===== src/rtl/axi_dma_twod_req_issuer_pkg.sv =====
// Shared types and sizing for the 2D request issuer.
// Holds the 2D job descriptor, the backend burst request type, the FSM state type
// and the outstanding-counter width. No ports.
package axi_dma_twod_pkg;

  localparam int unsigned AddrWidth   = 64;
  localparam int unsigned LenWidth    = 32;
  localparam int unsigned RepWidth    = 32;
  // Largest outstanding limit the counter is sized for; instances may use less.
  localparam int unsigned MaxOutstCap = 16;
  localparam int unsigned OutstW      = $clog2(MaxOutstCap + 1);

  typedef logic [AddrWidth-1:0] addr_t;
  typedef logic [LenWidth-1:0]  len_t;
  typedef logic [RepWidth-1:0]  rep_t;

  typedef struct packed {
    addr_t src;
    addr_t dst;
    len_t  num_bytes;
    addr_t src_stride;
    addr_t dst_stride;
    rep_t  num_reps;
  } twod_req_t;

  // Same layout as the backend's 1D burst request.
  typedef struct packed {
    addr_t src;
    addr_t dst;
    len_t  num_bytes;
  } burst_req_t;

  typedef enum logic [1:0] {
    StIdle,
    StIssue,
    StDrain
  } state_e;

endpackage


===== src/rtl/axi_dma_twod_req_issuer_if.sv =====
// Frontend/backend handshake bundle of the 2D request issuer.
// master: the issuer (drives twod_ready, burst_req/valid, twod_done, busy).
// slave : the frontend/backend side (drives twod_req/valid, burst_ready, trans_complete).
interface axi_dma_twod_req_issuer_if;
  import axi_dma_twod_pkg::*;

  twod_req_t  twod_req;
  logic       twod_valid;
  logic       twod_ready;
  burst_req_t burst_req;
  logic       burst_valid;
  logic       burst_ready;
  logic       trans_complete;
  logic       twod_done;
  logic       busy;

  modport master (
    input  twod_req, twod_valid, burst_ready, trans_complete,
    output twod_ready, burst_req, burst_valid, twod_done, busy
  );

  modport slave (
    output twod_req, twod_valid, burst_ready, trans_complete,
    input  twod_ready, burst_req, burst_valid, twod_done, busy
  );

endinterface


===== src/rtl/axi_dma_outst_cnt.sv =====
// Up/down saturating counter of bursts issued but not yet completed.
// Ports: clk_i, rst_ni (async, active-low); inc_i (burst handshake); dec_i (completion);
// full_o / empty_o describe the count as it will be after this cycle's update, so the
// issuer can register its valid and done outputs without an extra cycle of latency.
// MaxOutst must not exceed MaxOutstCap.
module axi_dma_outst_cnt
  import axi_dma_twod_pkg::*;
#(
  parameter int unsigned MaxOutst = MaxOutstCap
) (
  input  logic clk_i,
  input  logic rst_ni,
  input  logic inc_i,
  input  logic dec_i,
  output logic full_o,
  output logic empty_o
);

  logic [OutstW-1:0] cnt_d, cnt_q;

  always_comb begin
    cnt_d = cnt_q;
    case ({inc_i, dec_i})
      2'b10: if (cnt_q != OutstW'(MaxOutst)) cnt_d = cnt_q + OutstW'(1);
      // A completion with nothing outstanding is illegal; hold at zero.
      2'b01: if (cnt_q != '0) cnt_d = cnt_q - OutstW'(1);
      default: cnt_d = cnt_q;
    endcase
  end

  always_ff @(posedge clk_i or negedge rst_ni) begin
    if (!rst_ni) begin
      cnt_q <= '0;
    end else begin
      cnt_q <= cnt_d;
    end
  end

  assign full_o  = (cnt_d == OutstW'(MaxOutst));
  assign empty_o = (cnt_d == '0);

  underflow_a: assert property (@(posedge clk_i) disable iff (!rst_ni)
    (dec_i && !inc_i) |-> (cnt_q != '0));

endmodule


===== src/rtl/axi_dma_twod_req_issuer.sv =====
// 2D request issuer: turns one 2D job into num_reps 1D burst requests for the DMA backend,
// tracks backend completions and pulses twod_done once every burst of the job has finished.
// Ports: clk_i, rst_ni (async, active-low); bus (master modport): twod_req/valid/ready job
// handshake, burst_req/valid/ready burst handshake, trans_complete from the backend,
// twod_done completion pulse, busy while a job is in progress.
module axi_dma_twod_req_issuer
  import axi_dma_twod_pkg::*;
#(
  parameter int unsigned MaxOutst = MaxOutstCap
) (
  input logic                        clk_i,
  input logic                        rst_ni,
  axi_dma_twod_req_issuer_if.master  bus
);

  state_e state_q;
  addr_t  src_q, dst_q, src_stride_q, dst_stride_q;
  len_t   num_bytes_q;
  rep_t   rep_cnt_q;
  logic   burst_valid_q, twod_done_q;
  logic   burst_hs, outst_full, outst_empty;

  assign burst_hs = burst_valid_q && bus.burst_ready;

  axi_dma_outst_cnt #(
    .MaxOutst (MaxOutst)
  ) u_outst_cnt (
    .clk_i   (clk_i),
    .rst_ni  (rst_ni),
    .inc_i   (burst_hs),
    .dec_i   (bus.trans_complete),
    .full_o  (outst_full),
    .empty_o (outst_empty)
  );

  always_ff @(posedge clk_i or negedge rst_ni) begin
    if (!rst_ni) begin
      state_q       <= StIdle;
      src_q         <= '0;
      dst_q         <= '0;
      src_stride_q  <= '0;
      dst_stride_q  <= '0;
      num_bytes_q   <= '0;
      rep_cnt_q     <= '0;
      burst_valid_q <= 1'b0;
      twod_done_q   <= 1'b0;
    end else begin
      twod_done_q <= 1'b0;
      unique case (state_q)
        StIdle: begin
          if (bus.twod_valid) begin
            if (bus.twod_req.num_reps != '0) begin
              src_q         <= bus.twod_req.src;
              dst_q         <= bus.twod_req.dst;
              src_stride_q  <= bus.twod_req.src_stride;
              dst_stride_q  <= bus.twod_req.dst_stride;
              num_bytes_q   <= bus.twod_req.num_bytes;
              rep_cnt_q     <= bus.twod_req.num_reps;
              burst_valid_q <= 1'b1;
              state_q       <= StIssue;
            end else begin
              // Empty job: nothing to issue, report completion right away.
              twod_done_q <= 1'b1;
            end
          end
        end
        StIssue: begin
          if (burst_hs) begin
            // Strides wrap modulo 2^AddrWidth, so negative strides work as two's complement.
            src_q     <= src_q + src_stride_q;
            dst_q     <= dst_q + dst_stride_q;
            rep_cnt_q <= rep_cnt_q - RepWidth'(1);
            if (rep_cnt_q == RepWidth'(1)) begin
              burst_valid_q <= 1'b0;
              state_q       <= StDrain;
            end else begin
              burst_valid_q <= !outst_full;
            end
          end else if (!burst_valid_q) begin
            // Only re-present once a slot frees up; a presented request is never withdrawn.
            burst_valid_q <= !outst_full;
          end
        end
        StDrain: begin
          if (outst_empty) begin
            twod_done_q <= 1'b1;
            state_q     <= StIdle;
          end
        end
        default: state_q <= StIdle;
      endcase
    end
  end

  assign bus.twod_ready  = (state_q == StIdle);
  assign bus.burst_req   = '{src: src_q, dst: dst_q, num_bytes: num_bytes_q};
  assign bus.burst_valid = burst_valid_q;
  assign bus.twod_done   = twod_done_q;
  assign bus.busy        = (state_q != StIdle);

endmodule


===== src/flat_wrapper.sv =====
// flat-port wrapper written by rule: the top's interface ports become plain ports
module axi_dma_twod_req_issuer_flat import axi_dma_twod_pkg::*;
#(
  parameter int unsigned MaxOutst = MaxOutstCap
)
  (clk_i, rst_ni, bus_twod_req, bus_twod_valid, bus_burst_ready, bus_trans_complete, bus_twod_ready, bus_burst_req, bus_burst_valid, bus_twod_done, bus_busy);
  axi_dma_twod_req_issuer_if bus_i ();
  input logic clk_i;
  input logic rst_ni;
  input wire logic [$bits(bus_i.twod_req)-1:0] bus_twod_req;
  input wire logic [$bits(bus_i.twod_valid)-1:0] bus_twod_valid;
  input wire logic [$bits(bus_i.burst_ready)-1:0] bus_burst_ready;
  input wire logic [$bits(bus_i.trans_complete)-1:0] bus_trans_complete;
  output wire logic [$bits(bus_i.twod_ready)-1:0] bus_twod_ready;
  output wire logic [$bits(bus_i.burst_req)-1:0] bus_burst_req;
  output wire logic [$bits(bus_i.burst_valid)-1:0] bus_burst_valid;
  output wire logic [$bits(bus_i.twod_done)-1:0] bus_twod_done;
  output wire logic [$bits(bus_i.busy)-1:0] bus_busy;
  assign bus_i.twod_req = bus_twod_req;
  assign bus_i.twod_valid = bus_twod_valid;
  assign bus_i.burst_ready = bus_burst_ready;
  assign bus_i.trans_complete = bus_trans_complete;
  assign bus_twod_ready = bus_i.twod_ready;
  assign bus_burst_req = bus_i.burst_req;
  assign bus_burst_valid = bus_i.burst_valid;
  assign bus_twod_done = bus_i.twod_done;
  assign bus_busy = bus_i.busy;
  axi_dma_twod_req_issuer #(.MaxOutst(MaxOutst)) u_core (.clk_i(clk_i), .rst_ni(rst_ni), .bus(bus_i));
endmodule

===== config.mk =====
export PLATFORM = sky130hd
export DESIGN_NAME = axi_dma_twod_req_issuer_flat
export DESIGN_NICKNAME = d
export VERILOG_FILES = /design/src/rtl/axi_dma_twod_req_issuer_pkg.sv /design/src/rtl/axi_dma_twod_req_issuer_if.sv /design/src/rtl/axi_dma_outst_cnt.sv /design/src/rtl/axi_dma_twod_req_issuer.sv /design/src/flat_wrapper.sv
export SDC_FILE = /design/constraint.sdc
export NUM_CORES = 1
export LEC_CHECK = 0
export BUFFER_PORTS_ARGS = -buffer_cell sky130_fd_sc_hd__buf_2
export CAP_MARGIN = 20
export CELL_PAD_IN_SITES_DETAIL_PLACEMENT = 1
export CELL_PAD_IN_SITES_GLOBAL_PLACEMENT = 1
export CORE_ASPECT_RATIO = 0.75
export CORE_MARGIN = 4
export CORE_UTILIZATION = 35
export DETAILED_ROUTE_END_ITERATION = 6
export PLACE_DENSITY_LB_ADDON = 0.1
export SETUP_SLACK_MARGIN = 0.1
export SYNTH_ARGS = -nofsm -noshare
export SYNTH_HDL_FRONTEND = slang
export SYNTH_SLANG_ARGS = --single-unit

===== constraint.sdc =====
create_clock -name clk_i -period 6.46 [get_ports clk_i]
set_input_delay 0.969 -clock clk_i [delete_from_list [all_inputs] [get_ports clk_i]]
set_output_delay 0.969 -clock clk_i [all_outputs]
set_load 0.05 [all_outputs]

==> key figures, run 1 <==
Route
  – Post-DRT Antenna Nets: 0
  – First-pass detailed-route iteration total: 5
  – DRC viols: 0
  – WL per Instance: 22.3 um
  – Final wirelength: 83.3 mm
  – Routed via count: 21.0k
  – DRT iter0 DRCs: 1139
  – Vias per cell: 5.62

Clocking
  – Root Driver: clkbuf_16
  – Setup Buffers After CTS: 0
  – # resized after CTS: 0
  – CTS tree: built
  – Clock buffer depth: 3
  – Clk Latency, worst-skew pair: 0.55 ns
  – Clock Sinks: 329
  – Max H-tree Level: 2
  – Clock buffer count from CTS: 39
  – Hold Buf Count CTS: 0
  – Worst-path clk slew: 0.06 ns

Synthesis
  – Cells after Synth: 2499
  – Post-synth cell types: 88
  – EDFF count, synth: 0
  – Area of the mapped netlist: 22000 um2
  – Async set or reset register ratio after synthesis: 100%
  – Yosys warning count: 0
  – Syn_nets: 2958
  – Register area share after synthesis: 37.5%
  – Flops & latches, synth: 329
  – Top FF cell, synth: dfrtp_1
  – Mapped Avg Cell Area: 8.79 um2

STA
  – Fin crit period: 4.26 ns
  – Max Fclk: 235 MHz
  – Clk_skew: 0.0152 ns
  – Final setup violation count: 0
  – Setup TNS Final: 0 ns
  – Slew HR: 16.1%
  – Unrepaired setup endpoints after global routing: no
  – Fin. max-slew vios: 0
  – Least-Margin Pin Slew: 1.25 ns
  – Final hold vios: 0
  – Fin crit share: 65.9%

Setup path
  – Crit Path Max Fanout: 70
  – Slowest cell on the critical path: and2_4
  – Worst-path cell chain: buf_2 > nor4_1 > nand4_1 > o21ai_0 > or2_4 > and2_4 > buf_12 > nor3_1 > a21oi_1 > nand2_1
  – Crit path kind: input port to register
  – Critical path launch point type: input port
  – CP max stage delay: 0.83 ns
  – Critical path depth: 10
  – WP data arrival: 4.69 ns
  – Required @ worst endpoint: 6.89 ns
  – CP delay by family, top: simple AND/OR/NAND/NOR gates
  – Crit. End Element: register
  – Crit path buf inv count: 2
  – Reg2Reg Depth: 9

Final layout
  – Nets: 3348
  – Most frequent cells in the layout: buf_2, dfrtp_1, a21oi_1
  – Area growth syn-to-layout: 20.2%
  – Share of cells above drive strength 1: 26.3%
  – Commonest non-fill, non-tap cell in the layout: buf_2

Place
  – RePlAce Congestion: 0.932
  – IO Port Bufs: 488
  – Post-DP HPWL: 62.9 mm

Hold path
  – Hold WC Path Type: input port to asynchronous set/reset pin

Floorplanning
  – Num ports: 489
  – Std-Cell Rows: 79
  – Die height: 225 um
  – Die width: 297 um
  – Core area: 62100 um2
  – Die ar.: 66900 um2
  – Initial Util: 35.4%

GRT
  – Global-route wire length before repair: 130 mm
  – Total grt overflow: 0
  – Largest net degree at the start of global routing: 147
  – Initial antenna violation count: 11
  – Tot GR Track Use: 24.1%
  – Vias in the first global route: 22.4k

Flow run
  – Max Cap Viol: 0

Run status
  – Status: finished, final reports clean
==> sequential cells by signal, indices dropped and copies added (netlist names) <==
name and cells:
u_core.num_bytes_q 32, u_core.dst_q 64, u_core.rep_cnt_q 32, u_core.bus.burst_valid 1, u_core.bus.twod_done 1, u_core.state_q 2
u_core.u_outst_cnt.cnt_q 5, u_core.src_q 64, u_core.src_stride_q 64, u_core.dst_stride_q 64
==> path summary, 6_finish.rpt <==
| check | end | start | slack [ns] |
|---|---|---|---|
| setup / recovery | u_core.rep_cnt_q[0]$_DFFE_PN0P_ | bus_twod_req[27] | 2.20 |
| hold / removal | u_core.dst_stride_q[15]$_DFFE_PN0P_ | rst_ni | 0.31 |
| setup reg to reg | u_core.rep_cnt_q[25]$_DFFE_PN0P_ | u_core.rep_cnt_q[4]$_DFFE_PN0P_ | 2.41 |
| hold reg to reg | u_core.rep_cnt_q[18]$_DFFE_PN0P_ | u_core.rep_cnt_q[18]$_DFFE_PN0P_ | 0.48 |
| max in group asynchronous | u_core.src_stride_q[57]$_DFFE_PN0P_ | rst_ni | 4.92 |
| min in group clk_i | u_core.rep_cnt_q[18]$_DFFE_PN0P_ | u_core.rep_cnt_q[18]$_DFFE_PN0P_ | 0.48 |
==> stage by stage <==
step	util (%)	instances	hold WS (ns)	setup WS [ns]	area (um2)
final	42.6	3734	0.309	2.20	26400
after CTS	42.5	3727	0.296	2.22	26400
after global routing	42.5	3731	0.321	2.01	26400
after detailed placement	40.4	3658	0.477	1.62	25100
after global placement	40.4	3658	0.457	1.62	25100
after floorplan	-	2499	0.435	3.26	22000
==> synthesized netlist by cell type, types with 46 or more instances <==
cell      number  share of area, %
a21o_1        94               3.2
a21oi_1      307               7.0
a31oi_1       54               1.5
clkbuf_1     126               2.2
dfrtp_1      329                37
ha_1         132               7.5
mux2_2       160               8.2
nand2_1      261               4.5
nand3_1       53               1.2
nand4_1       49               1.4
nor2_1       210               3.6
nor3_1        52               1.2
o21ai_0      145               3.3
xnor2_1       59               2.4
xor2_1        46               1.8
==> metal layers <==
layer / wire, um / global-route usage, % / part of all wire (%) / vias to the layer above
li1: - / - / - / 9874
met5: 30 / 0 / 0.036 / -
met2: 38600 / 39.9 / 46 / 493
met4: 1760 / 5.75 / 2.1 / 6
met3: 4380 / 3.78 / 5.3 / 97
met1: 38500 / 33.4 / 46 / 10500
==> logic make-up after synthesis <==
group	synth area share, %
DFF	37.5
muxes	8.71
adders and majority gates	7.70
xor gates and xnor gates	4.18
and+or+nand+nor	16.2
buffers and inverters	3.40
AOI/OAI and AO/OA	22.4
==> final cells by class <==
class | instances | area (um2)
repair buffers | 504 | 2650
flip-flops and latches | 329 | 8230
clock inverters | 11 | 164
clock buffers | 58 | 1180
multi-input cells | 1978 | 13000
well taps | 810 | 1010
fillers | 7394 | 35700
inverters | 37 | 139
diodes | 7 | 17.5
Power of run 1 is not shown: default switching activity piles up to over one toggle a cycle in this logic, so the estimate is an artifact.
==> run 2: changes to the inputs <==
--- a/config.mk
+++ b/config.mk
@@ -5,6 +5,7 @@
 export SDC_FILE = /design/constraint.sdc
 export NUM_CORES = 1
 export LEC_CHECK = 0
+export ABC_AREA = 1
 export BUFFER_PORTS_ARGS = -buffer_cell sky130_fd_sc_hd__buf_2
 export CAP_MARGIN = 20
 export CELL_PAD_IN_SITES_DETAIL_PLACEMENT = 1
==> constraint.sdc (replaced) <==
create_clock -name clk_i -period 3.85 [get_ports clk_i]
set_input_delay 0.5775 -clock clk_i [delete_from_list [all_inputs] [get_ports clk_i]]
set_output_delay 0.5775 -clock clk_i [all_outputs]
set_load 0.05 [all_outputs]
==> run 2 against run 1 <==
Compared with the run above: the run now ends with DRC left; critical path depth increased by 4; via count increased by 35%; worst setup slack got worse by 1.5 ns; synthesized cell count increased by 71%; critical path type is now register to register.
==> key figures, run 2 <==
Synthesis
  – Post-synth cell types: 38 (was 88)
  – Yosys warning count: 0 (unchanged)
  – Register area share after synthesis: 30.7% (was 37.5%)
  – Syn_nets: 4720 (was 2958)
  – Async set or reset register ratio after synthesis: 100% (unchanged)
  – Mapped Avg Cell Area: 6.29 um2 (was 8.79 um2)
  – Post-synth top area cell: dfrtp_1 (unchanged)
  – Flops & latches, synth: 329 (unchanged)
  – Post-synth top cells: nand2_1, inv_1, nor2_1 (was dfrtp_1, a21oi_1, nand2_1)
  – Top FF cell, synth: dfrtp_1 (unchanged)
  – EDFF count, synth: 0 (unchanged)
  – Cells after Synth: 4261 (was 2499)
  – Area of the mapped netlist: 26800 um2 (was 22000 um2)
  – Yosys top cell area share: 30.7% (was 37.5%)
  – Area contributors post-synth: dfrtp_1, nand2_1, inv_1 (was dfrtp_1, mux2_2, ha_1)
  – Most frequent cell after synthesis: nand2_1 (was dfrtp_1)

Run status
  – Failing checks: DRC
  – Status: finished, violations left (was finished, final reports clean)

Power
  – Clock share of power: 17.2%
  – Sequential Power Share: 23.5%
  – Psw: 12.2 mW
  – P_int: 10.3 mW
  – Comb pwr share: 59.3%
  – Pwr dens: 707 nW/um2
  – Worst vdd ir: 433 uV
  – Pleak: 18.8 nW
  – Pwr Total: 22.4 mW
  – Switching Share: 54.3%

Setup path
  – Crit Path Max Fanout: 5 (was 70)
  – WP data arrival: 3.56 ns (was 4.69 ns)
  – Required @ worst endpoint: 4.31 ns (was 6.89 ns)
  – Crit. End Element: register (unchanged)
  – Critical path launch point type: register (was input port)
  – Crit path kind: register to register (was input port to register)

Route
  – DRT iter0 DRCs: 2068 (was 1139)
  – Routed via count: 28.4k (was 21.0k)
  – WL per Instance: 19.7 um (was 22.3 um)
  – Vias per cell: 4.90 (was 5.62)
  – Post-DRT Antenna Nets: 0 (unchanged)
  – First-pass detailed-route iteration total: 7 (was 5)
  – Final wirelength: 114 mm (was 83.3 mm)
  – DRC viols: 4 (was 0)

Final layout
  – Commonest non-fill, non-tap cell in the layout: nand2_1 (was buf_2)
  – Nets: 5190 (was 3348)
  – Area growth syn-to-layout: 18.5% (was 20.2%)
  – Share of cells above drive strength 1: 16.1% (was 26.3%)
  – Most frequent cells in the layout: nand2_1, inv_1, buf_2 (was buf_2, dfrtp_1, a21oi_1)
  – Fin util: 42.0% (was 42.6%)
  – Cell area after layout: 31700 um2 (was 26400 um2)
  – Post-route insts no fill: 5791 (was 3734)

Place
  – RePlAce Congestion: 0.938 (was 0.932)
  – Cells after DPL: 5713 (was 3658)
  – DP Area: 30400 um2 (was 25100 um2)
  – IO Port Bufs: 488 (unchanged)
  – Post-DP HPWL: 94.8 mm (was 62.9 mm)

Clocking
  – Clock buffer depth: 3 (unchanged)
  – Clock Sinks: 329 (unchanged)
  – Worst-path clk slew: 0.07 ns (was 0.06 ns)
  – Clock buffer count from CTS: 38 (was 39)
  – Root Driver: clkbuf_16 (unchanged)
  – Hold Buf Count CTS: 1 (was 0)
  – Clk Latency, worst-skew pair: 0.59 ns (was 0.55 ns)
  – CTS tree: built (unchanged)
  – # resized after CTS: 0 (unchanged)
  – Max H-tree Level: 2 (unchanged)
  – Setup Buffers After CTS: 0 (unchanged)

STA
  – Final hold vios: 0 (unchanged)
  – Max Fclk: 323 MHz
  – Clk_skew: 0.0266 ns (was 0.0152 ns)
  – Unrepaired setup endpoints after global routing: no (unchanged)
  – Final setup violation count: 0 (unchanged)
  – Setup TNS Final: 0 ns (unchanged)
  – Least-Margin Pin Slew: 0.888 ns (was 1.25 ns)
  – Slew HR: 40.7% (was 16.1%)
  – Fin crit share: 80.5%
  – Fin crit period: 3.10 ns
  – Fin. max-slew vios: 0 (unchanged)

GRT
  – Global-route wire length before repair: 172 mm (was 130 mm)
  – Largest net degree at the start of global routing: 128 (was 147)
  – Total grt overflow: 0 (unchanged)
  – Tot GR Track Use: 27.5% (was 24.1%)
  – Initial antenna violation count: 11 (unchanged)
  – Vias in the first global route: 28.3k (was 22.4k)

Floorplanning
  – Die height: 248 um (was 225 um)
  – Die width: 327 um (was 297 um)
  – Num ports: 489 (unchanged)
  – Std-Cell Rows: 87 (was 79)
  – Die ar.: 81100 um2 (was 66900 um2)
  – Initial Util: 35.5% (was 35.4%)
  – Core area: 75500 um2 (was 62100 um2)

Hold path
  – Hold WC Path Type: input port to register (was input port to asynchronous set/reset pin)

Flow run
  – Max Cap Viol: 0 (unchanged)
run 2: changes by cell type after synthesis, moves of 30 or more:
cell,previous run,this run
a21o_1,94,0
nor2_1,210,452
and3_1,30,0
xor2_1,46,14
a21oi_1,307,93
inv_1,35,756
o21ai_0,145,70
nand2_1,261,1679
nand3_1,53,263
clkbuf_1,126,24
xnor2_1,59,29
o211ai_1,11,46
run 2: final timing paths:
check                      slack [ns]                          startpoint                                    end  depth (start not counted)
min                              0.22                    bus_twod_req[61]    u_core.dst_stride_q[29]$_DFFE_PN0P_                          2
max in group asynchronous        2.22                              rst_ni    u_core.dst_stride_q[16]$_DFFE_PN0P_                          4
min in group asynchronous        0.55                              rst_ni  u_core.u_outst_cnt.cnt_q[1]$_DFF_PN0_                          2
max                              0.75         u_core.dst_q[0]$_DFFE_PN0P_           u_core.dst_q[44]$_DFFE_PN0P_                         14
max reg2reg                      0.75         u_core.dst_q[0]$_DFFE_PN0P_           u_core.dst_q[44]$_DFFE_PN0P_                         14
min reg2reg                      0.50  u_core.num_bytes_q[14]$_DFFE_PN0P_     u_core.num_bytes_q[14]$_DFFE_PN0P_                          1
run 2: kinds of logic after synthesis:
logic type	count (synthesis)	share of synthesized area, %
adders and majority gates	134	6.32
muxes	162	6.80
buffers and inverters	846	12.4
AOI/OAI and AO/OA	256	5.40
xor gates and xnor gates	43	1.41
and+or+nand+nor	2491	37.0
DFF	329	30.7
run 2: worst max-delay path: stages (launching register included):
cell and delay (ns):
dfrtp_1 0.40, ha_1 0.29, fa_1 0.52, nand3_1 0.13
nand3_1 0.26, nand3_1 0.15, nand3_1 0.19, nand2_1 0.17
nand2_1 0.27, nand2_1 0.20, nand2_1 0.07, nand2_1 0.05
nand3_1 0.10, nand2_1 0.11, nand2_1 0.05
run 2: area by class of cell:
| class | instances | area [um2] |
|---|---|---|
| timing repair buffer | 517 | 2810 |
| sequential | 329 | 8230 |
| fill | 10300 | 43800 |
| multi-input combinational | 3086 | 15300 |
| clock inverter | 14 | 171 |
| clock buffer | 53 | 1110 |
| tap | 1023 | 1280 |
| inverter | 759 | 2850 |
| antenna | 10 | 25.0 |
run 2: routing by layer:
| layer | wire (um) | vias to the layer above | GRT usage, % |
|---|---|---|---|
| met5 | 7 | - | 0 |
| met4 | 1720 | 2 | 4.90 |
| met3 | 8730 | 83 | 5.88 |
| met2 | 46900 | 763 | 40.6 |
| met1 | 56800 | 13500 | 41.5 |
| li1 | - | 14000 | - |
run 2: power groups by stage:
stage               Combinational, mW  Sequential [mW]  Clock (mW)
floorplan                        6.80             7.28           0
global placement                 13.0             5.31           0
detailed placement               13.2             5.32           0
CTS                              13.3             5.28        3.97
global route                     14.7             5.39        4.12
finish                           13.3             5.28        3.86
run 2: metrics by stage:
step                      hold WS (ns)  worst slack [ns]
final                            0.219             0.750
after global routing             0.197             0.530
after CTS                        0.181             0.809
after detailed placement         0.488             0.757
after global placement           0.482             0.823
after floorplan                  0.282              1.36
Note: power is estimated with default switching activity, not from simulation.
